**src/rtl/shift_unit_seq.sv**
```systemverilog
// Multicycle shifter: latches an operand and a 5-bit amount, then moves data_out
// by one bit position per clock and pulses done when the result is final.
module shift_unit_seq #(
    parameter int WIDTH = 32,
    parameter int SHW   = 5
) (
    input  logic             clk,
    input  logic             reset,
    input  logic             start,
    input  logic [2:0]       op,
    input  logic [WIDTH-1:0] data_in,
    input  logic [31:0]      shamt_in,
    output logic             busy,
    output logic             done,
    output logic [WIDTH-1:0] data_out
);

    typedef enum logic [1:0] {
        S_IDLE  = 2'd0,
        S_SHIFT = 2'd1,
        S_DONE  = 2'd2
    } state_t;

    localparam logic [2:0] OP_SLL = 3'b001;
    localparam logic [2:0] OP_SRL = 3'b010;
    localparam logic [2:0] OP_SRA = 3'b011;
    localparam logic [2:0] OP_ROR = 3'b100;

    localparam logic [SHW-1:0] CNT_ONE  = {{(SHW-1){1'b0}}, 1'b1};
    localparam logic [SHW-1:0] CNT_ZERO = '0;

    state_t           state_q, state_d;
    logic [2:0]       op_q, op_d;
    logic [WIDTH-1:0] data_q, data_d;
    logic [SHW-1:0]   count_q, count_d;
    logic             busy_q, busy_d;
    logic             done_q, done_d;
    logic             is_shift_op;

    // Amount bits above the slice only matter modulo 32, so they are dropped.
    logic unused_shamt_hi;
    assign unused_shamt_hi = ^shamt_in[31:SHW];

    assign is_shift_op = (op == OP_SLL) || (op == OP_SRL) ||
                         (op == OP_SRA) || (op == OP_ROR);

    always_comb begin
        state_d = state_q;
        op_d    = op_q;
        data_d  = data_q;
        count_d = count_q;
        case (state_q)
            S_IDLE: begin
                if (start) begin
                    op_d    = op;
                    data_d  = data_in;
                    count_d = shamt_in[SHW-1:0];
                    if (is_shift_op && (shamt_in[SHW-1:0] != CNT_ZERO)) begin
                        state_d = S_SHIFT;
                    end else begin
                        state_d = S_DONE;
                    end
                end
            end
            S_SHIFT: begin
                case (op_q)
                    OP_SLL:  data_d = {data_q[WIDTH-2:0], 1'b0};
                    OP_SRL:  data_d = {1'b0, data_q[WIDTH-1:1]};
                    OP_SRA:  data_d = {data_q[WIDTH-1], data_q[WIDTH-1:1]};
                    OP_ROR:  data_d = {data_q[0], data_q[WIDTH-1:1]};
                    default: data_d = data_q;
                endcase
                count_d = count_q - CNT_ONE;
                if (count_q == CNT_ONE) begin
                    state_d = S_DONE;
                end
            end
            S_DONE: begin
                // A start arriving here is dropped; the next one is taken from IDLE.
                state_d = S_IDLE;
            end
            default: begin
                state_d = S_IDLE;
            end
        endcase
        busy_d = (state_d != S_IDLE);
        done_d = (state_d == S_DONE);
    end

    always_ff @(posedge clk) begin
        if (reset) begin
            state_q <= S_IDLE;
            op_q    <= 3'b000;
            data_q  <= '0;
            count_q <= '0;
            busy_q  <= 1'b0;
            done_q  <= 1'b0;
        end else begin
            state_q <= state_d;
            op_q    <= op_d;
            data_q  <= data_d;
            count_q <= count_d;
            busy_q  <= busy_d;
            done_q  <= done_d;
        end
    end

    assign busy     = busy_q;
    assign done     = done_q;
    assign data_out = data_q;

endmodule

```
**config.mk**
```make
export PLATFORM = sky130hd
export DESIGN_NAME = shift_unit_seq
export DESIGN_NICKNAME = d
export VERILOG_FILES = /design/src/rtl/shift_unit_seq.sv
export SDC_FILE = /design/constraint.sdc
export NUM_CORES = 1
export LEC_CHECK = 0
export CAP_MARGIN = 20
export CORE_MARGIN = 2
export CORE_UTILIZATION = 40
export DETAILED_ROUTE_END_ITERATION = 8
export DONT_BUFFER_PORTS = 1
export PLACE_DENSITY = 0.58
export SETUP_SLACK_MARGIN = 0.05
export SKIP_LAST_GASP = 1
export SYNTH_ARGS = -nofsm -noshare
export SYNTH_HDL_FRONTEND = slang
export SYNTH_SLANG_ARGS = --single-unit
```
**constraint.sdc**
```tcl
create_clock -name clk -period 5.3 [get_ports clk]
set_input_delay 0.795 -clock clk [delete_from_list [all_inputs] [get_ports clk]]
set_output_delay 0.795 -clock clk [all_outputs]
set_load 0.005 [all_outputs]
```
==> impl_metrics.sql, run 1 <==
INSERT INTO impl_metrics (metric_group, metric, value, unit) VALUES
('run_status', 'run_status', 'finished clean', ''),
('synth', 'most_common_cell_in_the_synthesized_netlist', 'sky130_fd_sc_hd__dfxtp_1', ''),
('timing', 'final-hold-violation-count', '0', ''),
('synth', 'synth_cells', '275', ''),
('cts', 'clk_latency', '0.30', 'ns'),
('worst_hold_path', 'hold_path_depth', '2', ''),
('placed_design', 'portBuffers', '0', ''),
('timing', 'slew-limit-headroom', '0.4599', ''),
('setup_path', 'ff2ff_setup_slack', '3.06', 'ns'),
('synth', 'synth.ff_latch_count', '44', ''),
('setup_path', 'startpoint_type_of_the_worst_setup_path', 'flip-flop', ''),
('setup_path', 'critPathSlowestCell', 'sky130_fd_sc_hd__a311oi_4', ''),
('cts', 'cts_setup_buffers', '0', ''),
('setup_path', 'timing.critical_path.arrival', '2.48', 'ns'),
('timing', 'setup_viol_count_final', '0', ''),
('setup_path', 'crit_type', 'flip-flop to flip-flop', ''),
('synth', 'synth_area_leader_cell', 'sky130_fd_sc_hd__dfxtp_1', ''),
('power_and_ir_drop', 'power_density', '316.4', 'nW/um^2'),
('global_routing', 'globalRouteTotalUtil', '0.1682', ''),
('power_and_ir_drop', 'max-vdd-ir-drop', '0.0001498', 'V'),
('synth', 'ys.flop_type', 'sky130_fd_sc_hd__dfxtp_1', ''),
('synth', 'syn_area_per_cell', '9.045', 'um^2'),
('setup_path', 'worstPathMaxFanout', '16', ''),
('routing', 'wl_met3', '392', 'um'),
('global_routing', 'global_route.overflow_total', '0', ''),
('worst_hold_path', 'timing.hold.worst.class', 'flip-flop to flip-flop', ''),
('placed_design', 'dp_cells', '331', ''),
('worst_hold_path', 'timing.hold.worst_endpoint', 'count_q[1]', ''),
('job', 'cap_violations', '0', ''),
('setup_path', 'timing.critical_path.max_delay_family', 'compound AO/OA/AOI/OAI gates', ''),
('cells_and_area', 'multi_input_comb_area', '1454', 'um^2'),
('cells_and_area', 'insertedDiodeCount', '0', ''),
('synth', 'synth.cell_area', '2487', 'um^2'),
('floorplan', 'row_cnt', '28', ''),
('global_routing', 'number_of_global_route_vias_before_repair', '1936', ''),
('floorplan', 'die_h', '82.86', 'um'),
('cts', 'cts_resized', '0', ''),
('setup_path', 'timing.critical_path.cells', 'nor2_1 -> and2_1 -> a311oi_4 -> buf_4 -> a32o_1', ''),
('power_and_ir_drop', 'report.power.total', '0.8136', 'mW'),
('global_routing', 'global_route_wire_length_before_repair', '9597', 'um'),
('timing', 'grt_setup_unrepaired', 'no', ''),
('cells_and_area', 'post_route_non_filler_standard_cell_count', '339', ''),
('synth', 'synth_area_leaders', 'sky130_fd_sc_hd__dfxtp_1, sky130_fd_sc_hd__mux2i_1, sky130_fd_sc_hd__a32o_1', ''),
('synth', 'netlist_top_cells_count', 'sky130_fd_sc_hd__dfxtp_1, sky130_fd_sc_hd__nor2_1, sky130_fd_sc_hd__mux2i_1, sky130_fd_sc_hd__nand2b_1, sky130_fd_sc_hd__a32o_1', ''),
('cts', 'number_of_buffers_created_by_cts', '5', ''),
('synth', 'synth-seq-area-share', '0.3541', ''),
('cells_and_area', 'share_of_final_layout_standard_cells_stronger_than_drive_strength_1', '0.07576', ''),
('cts', 'clock_path_buffers', '2', ''),
('global_routing', 'grt_max_degree', '63', ''),
('synth', 'yosys.area.top_type_share', '0.3541', ''),
('setup_path', 'required', '5.54', 'ns'),
('routing', 'drt-pass1-iter-count', '4', ''),
('worst_hold_path', 'worst_hold_startpoint', 'count_q[1]', ''),
('routing', 'via_count', '1945', ''),
('synth', 'yosys.cell_types.count', '42', ''),
('routing', 'met2WireLength', '2654', 'um'),
('timing', 'fmax', '446.5', 'MHz'),
('synth', 'synth-edff-count', '0', ''),
('power_and_ir_drop', 'p_leak', '1.113', 'nW'),
('routing', 'drt_iter0_drc', '127', ''),
('setup_path', 'crit_path_max_incr_delay', '0.74', 'ns'),
('routing', 'antenna_violating_nets_post_route', '0', ''),
('routing', 'drcViolationCount', '0', ''),
('global_routing', 'grt_antenna_before_repair', '0', ''),
('cells_and_area', 'area.sequential', '880.8', 'um^2'),
('synth', 'synth_warnings', '0', ''),
('timing', 'fin_tns_setup', '0', 'ns'),
('synth', 'asyncSetResetFlopFracSynth', '0', ''),
('placed_design', 'dpl.hpwl', '3945', 'um'),
('floorplan', 'io_pins', '104', ''),
('setup_path', 'worst_reg2reg_endpoint', 'data_out[14]', '');
## worst max-delay path by stage
stage,start,cells past startpoint,slack [ns],to
floorplan,start,4,3.57,data_out[15]
global placement,start,4,2.97,data_out[10]
detailed placement,start,4,2.97,data_out[14]
CTS,state_q[1],5,3.01,data_out[14]
global route,state_q[1],5,2.89,data_out[8]
finish,state_q[1],5,3.06,data_out[14]
## worst min-delay path, delay by kind of cell, from the launching register on
family / cells / cell delay [ns]
AND/OR/NAND/NOR: 2 / 0.14
flip-flops: 1 / 0.33
## registers in the layout (all words and copies together), names as in the netlist
signal and cells:
op_q 3, state_q 2, data_out 32, done 1, busy 1, count_q 5
## cells by family after synthesis
family / after synthesis / synth area share
AO/OA/AOI/OAI: 64 / 0.2178
XOR/XNOR: 1 / 0.003522
flip-flops: 44 / 0.3541
buffers and inverters: 28 / 0.06791
adder cells (fa/ha/maj): 2 / 0.01006
AND/OR/NAND/NOR: 104 / 0.2178
multiplexers: 32 / 0.1288
## area by class of cell
type / instances / area share
multi-input combinational: 203 / 0.5654
clock inverter: 1 / 0.002920
inverter: 5 / 0.007299
timing repair buffer: 4 / 0.01168
sequential: 44 / 0.3426
tap: 75 / 0.03650
clock buffer: 7 / 0.03358
## power breakdown
group	switching [mW]	leakage [nW]	internal, mW
Combinational	0.0986	0.706	0.0833
Sequential	0.0405	0.363	0.367
Clock	0.118	0.0445	0.106
Total	0.257	1.11	0.557
## metal layers
| layer | global-route usage | vias up |
|---|---|---|
| li1 | - | 984 |
| met1 | 0.2168 | 909 |
| met4 | 0.04620 | 0 |
| met5 | 0 | - |
| met3 | 0.05865 | 6 |
| met2 | 0.2676 | 46 |
## placed cells by master (no fill, tap or decap), drive strengths merged
cell type   n
clkbuf      7
a22oi       1
inv         5
and4b       1
o22ai       3
buf         4
nand2       8
a311oi      1
nor4        1
nand2b     32
o21ai       5
a32oi       1
ha          2
o211ai      5
a211oi      2
or2b        1
a32o       31
a31oi       1
dfxtp      44
o21ba       1
xor2        1
nor2b       4
o21a        3
or4         1
a21bo       1
mux2i      32
or3         3
a21oi       8
nand3b      2
nor2       42
and3        1
or2         1
clkinvlp    1
nor3        4
o2111ai     1
and2        2
or3b        1
## per-stage QoR
step	area [um^2]	utilization	worst slack [ns]
2_1_floorplan	2487	-	3.572
3_3_place_gp	2477	0.4160	2.966
3_5_place_dp	2477	0.4160	2.969
4_1_cts	2571	0.4317	3.015
5_1_grt	2571	0.4317	2.886
6_report	2571	0.4317	3.060
Note: power is estimated with default switching activity, not from simulation.
==> run 2: changes to the inputs <==
--- a/config.mk
+++ b/config.mk
@@ -5,12 +5,13 @@
 export SDC_FILE = /design/constraint.sdc
 export NUM_CORES = 1
 export LEC_CHECK = 0
+export ABC_AREA = 1
 export CAP_MARGIN = 20
 export CORE_MARGIN = 2
 export CORE_UTILIZATION = 40
 export DETAILED_ROUTE_END_ITERATION = 8
 export DONT_BUFFER_PORTS = 1
-export PLACE_DENSITY = 0.58
+export PLACE_DENSITY = 0.6
 export SETUP_SLACK_MARGIN = 0.05
 export SKIP_LAST_GASP = 1
 export SYNTH_ARGS = -nofsm -noshare
==> constraint.sdc (replaced) <==
create_clock -name clk -period 2 [get_ports clk]
set_input_delay 0.3 -clock clk [delete_from_list [all_inputs] [get_ports clk]]
set_output_delay 0.3 -clock clk [all_outputs]
set_load 0.005 [all_outputs]
==> run 2 against run 1 <==
Effect of this change:
- area after synthesis up 11%
- critical path depth up 4
- sequential share of layout area down 3.6 points
- worst hold slack worse by 0.46 ns
- cell count up 60%
- utilization down 0.38 points
- combinational power rose to 4.2 times the previous value
- sequential power rose to 2.8 times the previous value
- clock skew down 0.0062 ns
- via count up 41%
- setup slack worse by 2.7 ns
- critical endpoint is now data_out[15]
- largest cell class unchanged
- highest routed layer unchanged
==> impl_metrics.sql, run 2 <==
INSERT INTO impl_metrics (metric_group, metric, value, unit) VALUES
('timing', 'slew-limit-headroom', '0.4290', ''),
('cts', 'cts_setup_buffers', '0', ''),
('global_routing', 'grt_antenna_before_repair', '0', ''),
('power_and_ir_drop', 'intPower', '1.513', 'mW'),
('floorplan', 'io_pins', '104', ''),
('cts', 'cts_resized', '0', ''),
('cells_and_area', 'final_cell_mix', 'sky130_fd_sc_hd__nand2_1, sky130_fd_sc_hd__nand3_1, sky130_fd_sc_hd__inv_1, sky130_fd_sc_hd__dfxtp_1, sky130_fd_sc_hd__nor2_1', ''),
('setup_path', 'timing.critical_path.to', 'data_out[15]', ''),
('cells_and_area', 'insertedDiodeCount', '0', ''),
('synth', 'synth_area_leader_cell', 'sky130_fd_sc_hd__dfxtp_1', ''),
('run_status', 'run_status', 'finished clean', ''),
('synth', 'most_common_cell_in_the_synthesized_netlist', 'sky130_fd_sc_hd__nand2_1', ''),
('setup_path', 'sort_of_element_at_the_end_of_the_critical_path', 'flip-flop', ''),
('timing', 'layout_worst_path_cycle_share', '0.8156', ''),
('setup_path', 'timing.critical_path.from', 'op_q[1]', ''),
('synth', 'synth-edff-count', '0', ''),
('power_and_ir_drop', 'power_density', '850.2', 'nW/um^2'),
('setup_path', 'timing.critical_path.arrival', '1.84', 'ns'),
('setup_path', 'required', '2.21', 'ns'),
('placed_design', 'dp_cells', '535', ''),
('routing', 'drcViolationCount', '0', ''),
('synth', 'syn_area_per_cell', '5.847', 'um^2'),
('floorplan', 'initial_core_util', '0.4099', ''),
('cells_and_area', 'mostFrequentLayoutCell', 'sky130_fd_sc_hd__nand2_1', ''),
('cts', 'clk_root_buf', 'sky130_fd_sc_hd__clkbuf_8', ''),
('setup_path', 'ff2ff_setup_slack', '0.37', 'ns'),
('cells_and_area', 'number_of_nets_in_the_final_layout', '534', ''),
('floorplan', 'chipWidth', '86.98', 'um'),
('power_and_ir_drop', 'max-vdd-ir-drop', '0.0002502', 'V'),
('synth', 'ys.flop_type', 'sky130_fd_sc_hd__dfxtp_1', ''),
('synth', 'yosys.cell_types.count', '23', ''),
('routing', 'antenna_violating_nets_post_route', '0', ''),
('cells_and_area', 'post_route_non_filler_standard_cell_count', '542', ''),
('routing', 'totalWireLength', '7307', 'um'),
('global_routing', 'globalRouteTotalUtil', '0.1955', ''),
('synth', 'synthesis.nets', '543', ''),
('floorplan', 'core', '6719', 'um^2'),
('routing', 'via_count', '2751', ''),
('synth', 'netlist_top_cells_count', 'sky130_fd_sc_hd__nand2_1, sky130_fd_sc_hd__nand3_1, sky130_fd_sc_hd__dfxtp_1, sky130_fd_sc_hd__inv_1, sky130_fd_sc_hd__nor2_1', ''),
('cts', 'postCtsHoldBufs', '0', ''),
('synth', 'yosys.area.top_type_share', '0.3199', ''),
('placed_design', 'dpl.hpwl', '4884', 'um'),
('cts', 'clock_sinks', '44', ''),
('setup_path', 'worst_reg2reg_endpoint', 'data_out[15]', ''),
('cells_and_area', 'share_of_final_layout_standard_cells_stronger_than_drive_strength_1', '0.05628', ''),
('routing', 'drt_iter0_drc', '141', ''),
('worst_hold_path', 'timing.hold.worst.class', 'input pin to flip-flop', ''),
('setup_path', 'timing.reg2reg.worst_path_depth', '9', ''),
('routing', 'wl_per_cell', '13.48', 'um'),
('cells_and_area', 'largest_register_ff_count', '32', ''),
('power_and_ir_drop', 'p_leak', '1.492', 'nW'),
('power_and_ir_drop', 'power.switching', '0.9312', 'mW'),
('timing', 'maxSlewViolCount', '0', ''),
('placed_design', 'place.gp.congestion', '0.7955', ''),
('placed_design', 'portBuffers', '0', ''),
('floorplan', 'die_h', '86.98', 'um'),
('cts', 'cts_tree', 'built', ''),
('routing', 'avgViaCountPerCell', '5.076', ''),
('cts', 'clock_slew_at_the_register_clock_pins_of_the_worst_setup_and_hold_paths', '0.09', 'ns'),
('cts', 'h_tree_level_count', '2', ''),
('floorplan', 'row_cnt', '30', ''),
('placed_design', 'place_area', '2798', 'um^2'),
('power_and_ir_drop', 'reg_power_frac', '0.462', ''),
('timing', 'final-hold-violation-count', '0', ''),
('cts', 'clk_latency', '0.30', 'ns'),
('power_and_ir_drop', 'power_switching_share', '0.3809', ''),
('timing', 'clock_skew', '0.006539', 'ns'),
('setup_path', 'worstPathMaxFanout', '32', ''),
('timing', 'worst-slew-pin-transition', '0.8512', 'ns'),
('global_routing', 'number_of_global_route_vias_before_repair', '2526', ''),
('setup_path', 'crit_type', 'flip-flop to flip-flop', ''),
('synth', 'synth_cells', '471', ''),
('timing', 'final.min_clock_period', '1.631', 'ns'),
('timing', 'fin_tns_setup', '0', 'ns'),
('timing', 'final.setup.worst_slack', '0.3688', 'ns'),
('synth', 'synth.ff_latch_count', '44', ''),
('placed_design', 'pre_cts_ws', '0.3632', 'ns'),
('power_and_ir_drop', 'p_comb_frac', '0.311', ''),
('synth', 'asyncSetResetFlopFracSynth', '0', ''),
('synth', 'synth.cell_area', '2754', 'um^2'),
('job', 'cap_violations', '0', ''),
('synth', 'synth_warnings', '0', ''),
('synth', 'synth_area_leaders', 'sky130_fd_sc_hd__dfxtp_1, sky130_fd_sc_hd__nand2_1, sky130_fd_sc_hd__nand3_1', ''),
('cts', 'clock_path_buffers', '2', ''),
('cells_and_area', 'synthToLayoutAreaGrowth', '4.407', '%'),
('setup_path', 'r2r_start', 'op_q[1]', ''),
('power_and_ir_drop', 'power.share.clock', '0.228', ''),
('timing', 'fmax', '613.0', 'MHz'),
('timing', 'setup_viol_count_final', '0', ''),
('global_routing', 'grt_max_degree', '39', ''),
('global_routing', 'global_route.overflow_total', '0', ''),
('setup_path', 'startpoint_type_of_the_worst_setup_path', 'flip-flop', ''),
('cells_and_area', 'stdcell_area', '2875', 'um^2'),
('floorplan', 'die_area', '7565', 'um^2'),
('cts', 'number_of_buffers_created_by_cts', '5', ''),
('synth', 'synth-seq-area-share', '0.3199', ''),
('timing', 'grt_setup_unrepaired', 'no', ''),
('routing', 'drt-pass1-iter-count', '4', ''),
('global_routing', 'global_route_wire_length_before_repair', '11870', 'um');
## run 2: power by group through the flow
stage | registers, mW | logic (mW) | clock network (mW)
floorplan | 1.11 | 0.641 | 0
global placement | 1.15 | 0.750 | 0
detailed placement | 1.15 | 0.762 | 0
CTS | 1.13 | 0.764 | 0.564
global route | 1.15 | 0.884 | 0.612
finish | 1.13 | 0.759 | 0.557
## run 2: worst min-delay path by stage
stage | startpoint | endpoint | cells after the start
6_report | reset | count_q[3] | 1
5_1_grt | reset | state_q[0] | 1
4_1_cts | reset | count_q[4] | 1
3_5_place_dp | reset | state_q[1] | 1
3_3_place_gp | reset | count_q[3] | 1
2_1_floorplan | op[0] | op_q[0] | 2
## run 2: logic make-up after synthesis
family / after synthesis / synth area share
AO/OA/AOI/OAI: 51 / 0.09496
XOR/XNOR: 2 / 0.006362
adder cells (fa/ha/maj): 2 / 0.009085
buffers and inverters: 76 / 0.1258
flip-flops: 44 / 0.3199
AND/OR/NAND/NOR: 296 / 0.4439
## run 2: worst max-delay path, stage by stage, from the launching register on
cell,delay [ns]
sky130_fd_sc_hd__dfxtp_1,0.40
sky130_fd_sc_hd__nor2_1,0.09
sky130_fd_sc_hd__nand2_2,0.08
sky130_fd_sc_hd__buf_4,0.32
sky130_fd_sc_hd__nand2_1,0.11
sky130_fd_sc_hd__buf_4,0.21
sky130_fd_sc_hd__nand2_1,0.07
sky130_fd_sc_hd__nand2_1,0.04
sky130_fd_sc_hd__a21oi_1,0.15
sky130_fd_sc_hd__nor2_1,0.05
## run 2: stage by stage
stage                     power [mW]  hold WS, ns    util
after floorplan                1.750       0.4349       -
after detailed placement       1.913       0.3724  0.4164
after global placement         1.902       0.3713  0.4164
final                          2.445      0.05596  0.4279
after CTS                      2.459      0.05144  0.4279
after global routing           2.645      0.03800  0.4279
## run 2: final cells by class
type                       instances  area (um^2)
tap                               80        100.1
multi-input combinational        351         1526
clock buffer                       6        72.57
clock inverter                     1        5.005
inverter                          46        172.7
timing repair buffer              14        117.6
fill                             734         3844
sequential                        44        880.8
## run 2: per-layer routing
metal  global-route usage  vias up  share of wire
li1                     -     1458              -
met3              0.06256        7          0.076
met1               0.2507     1205           0.45
met5                    0        -              0
met2               0.3164       81           0.46
met4              0.05114        0          0.012
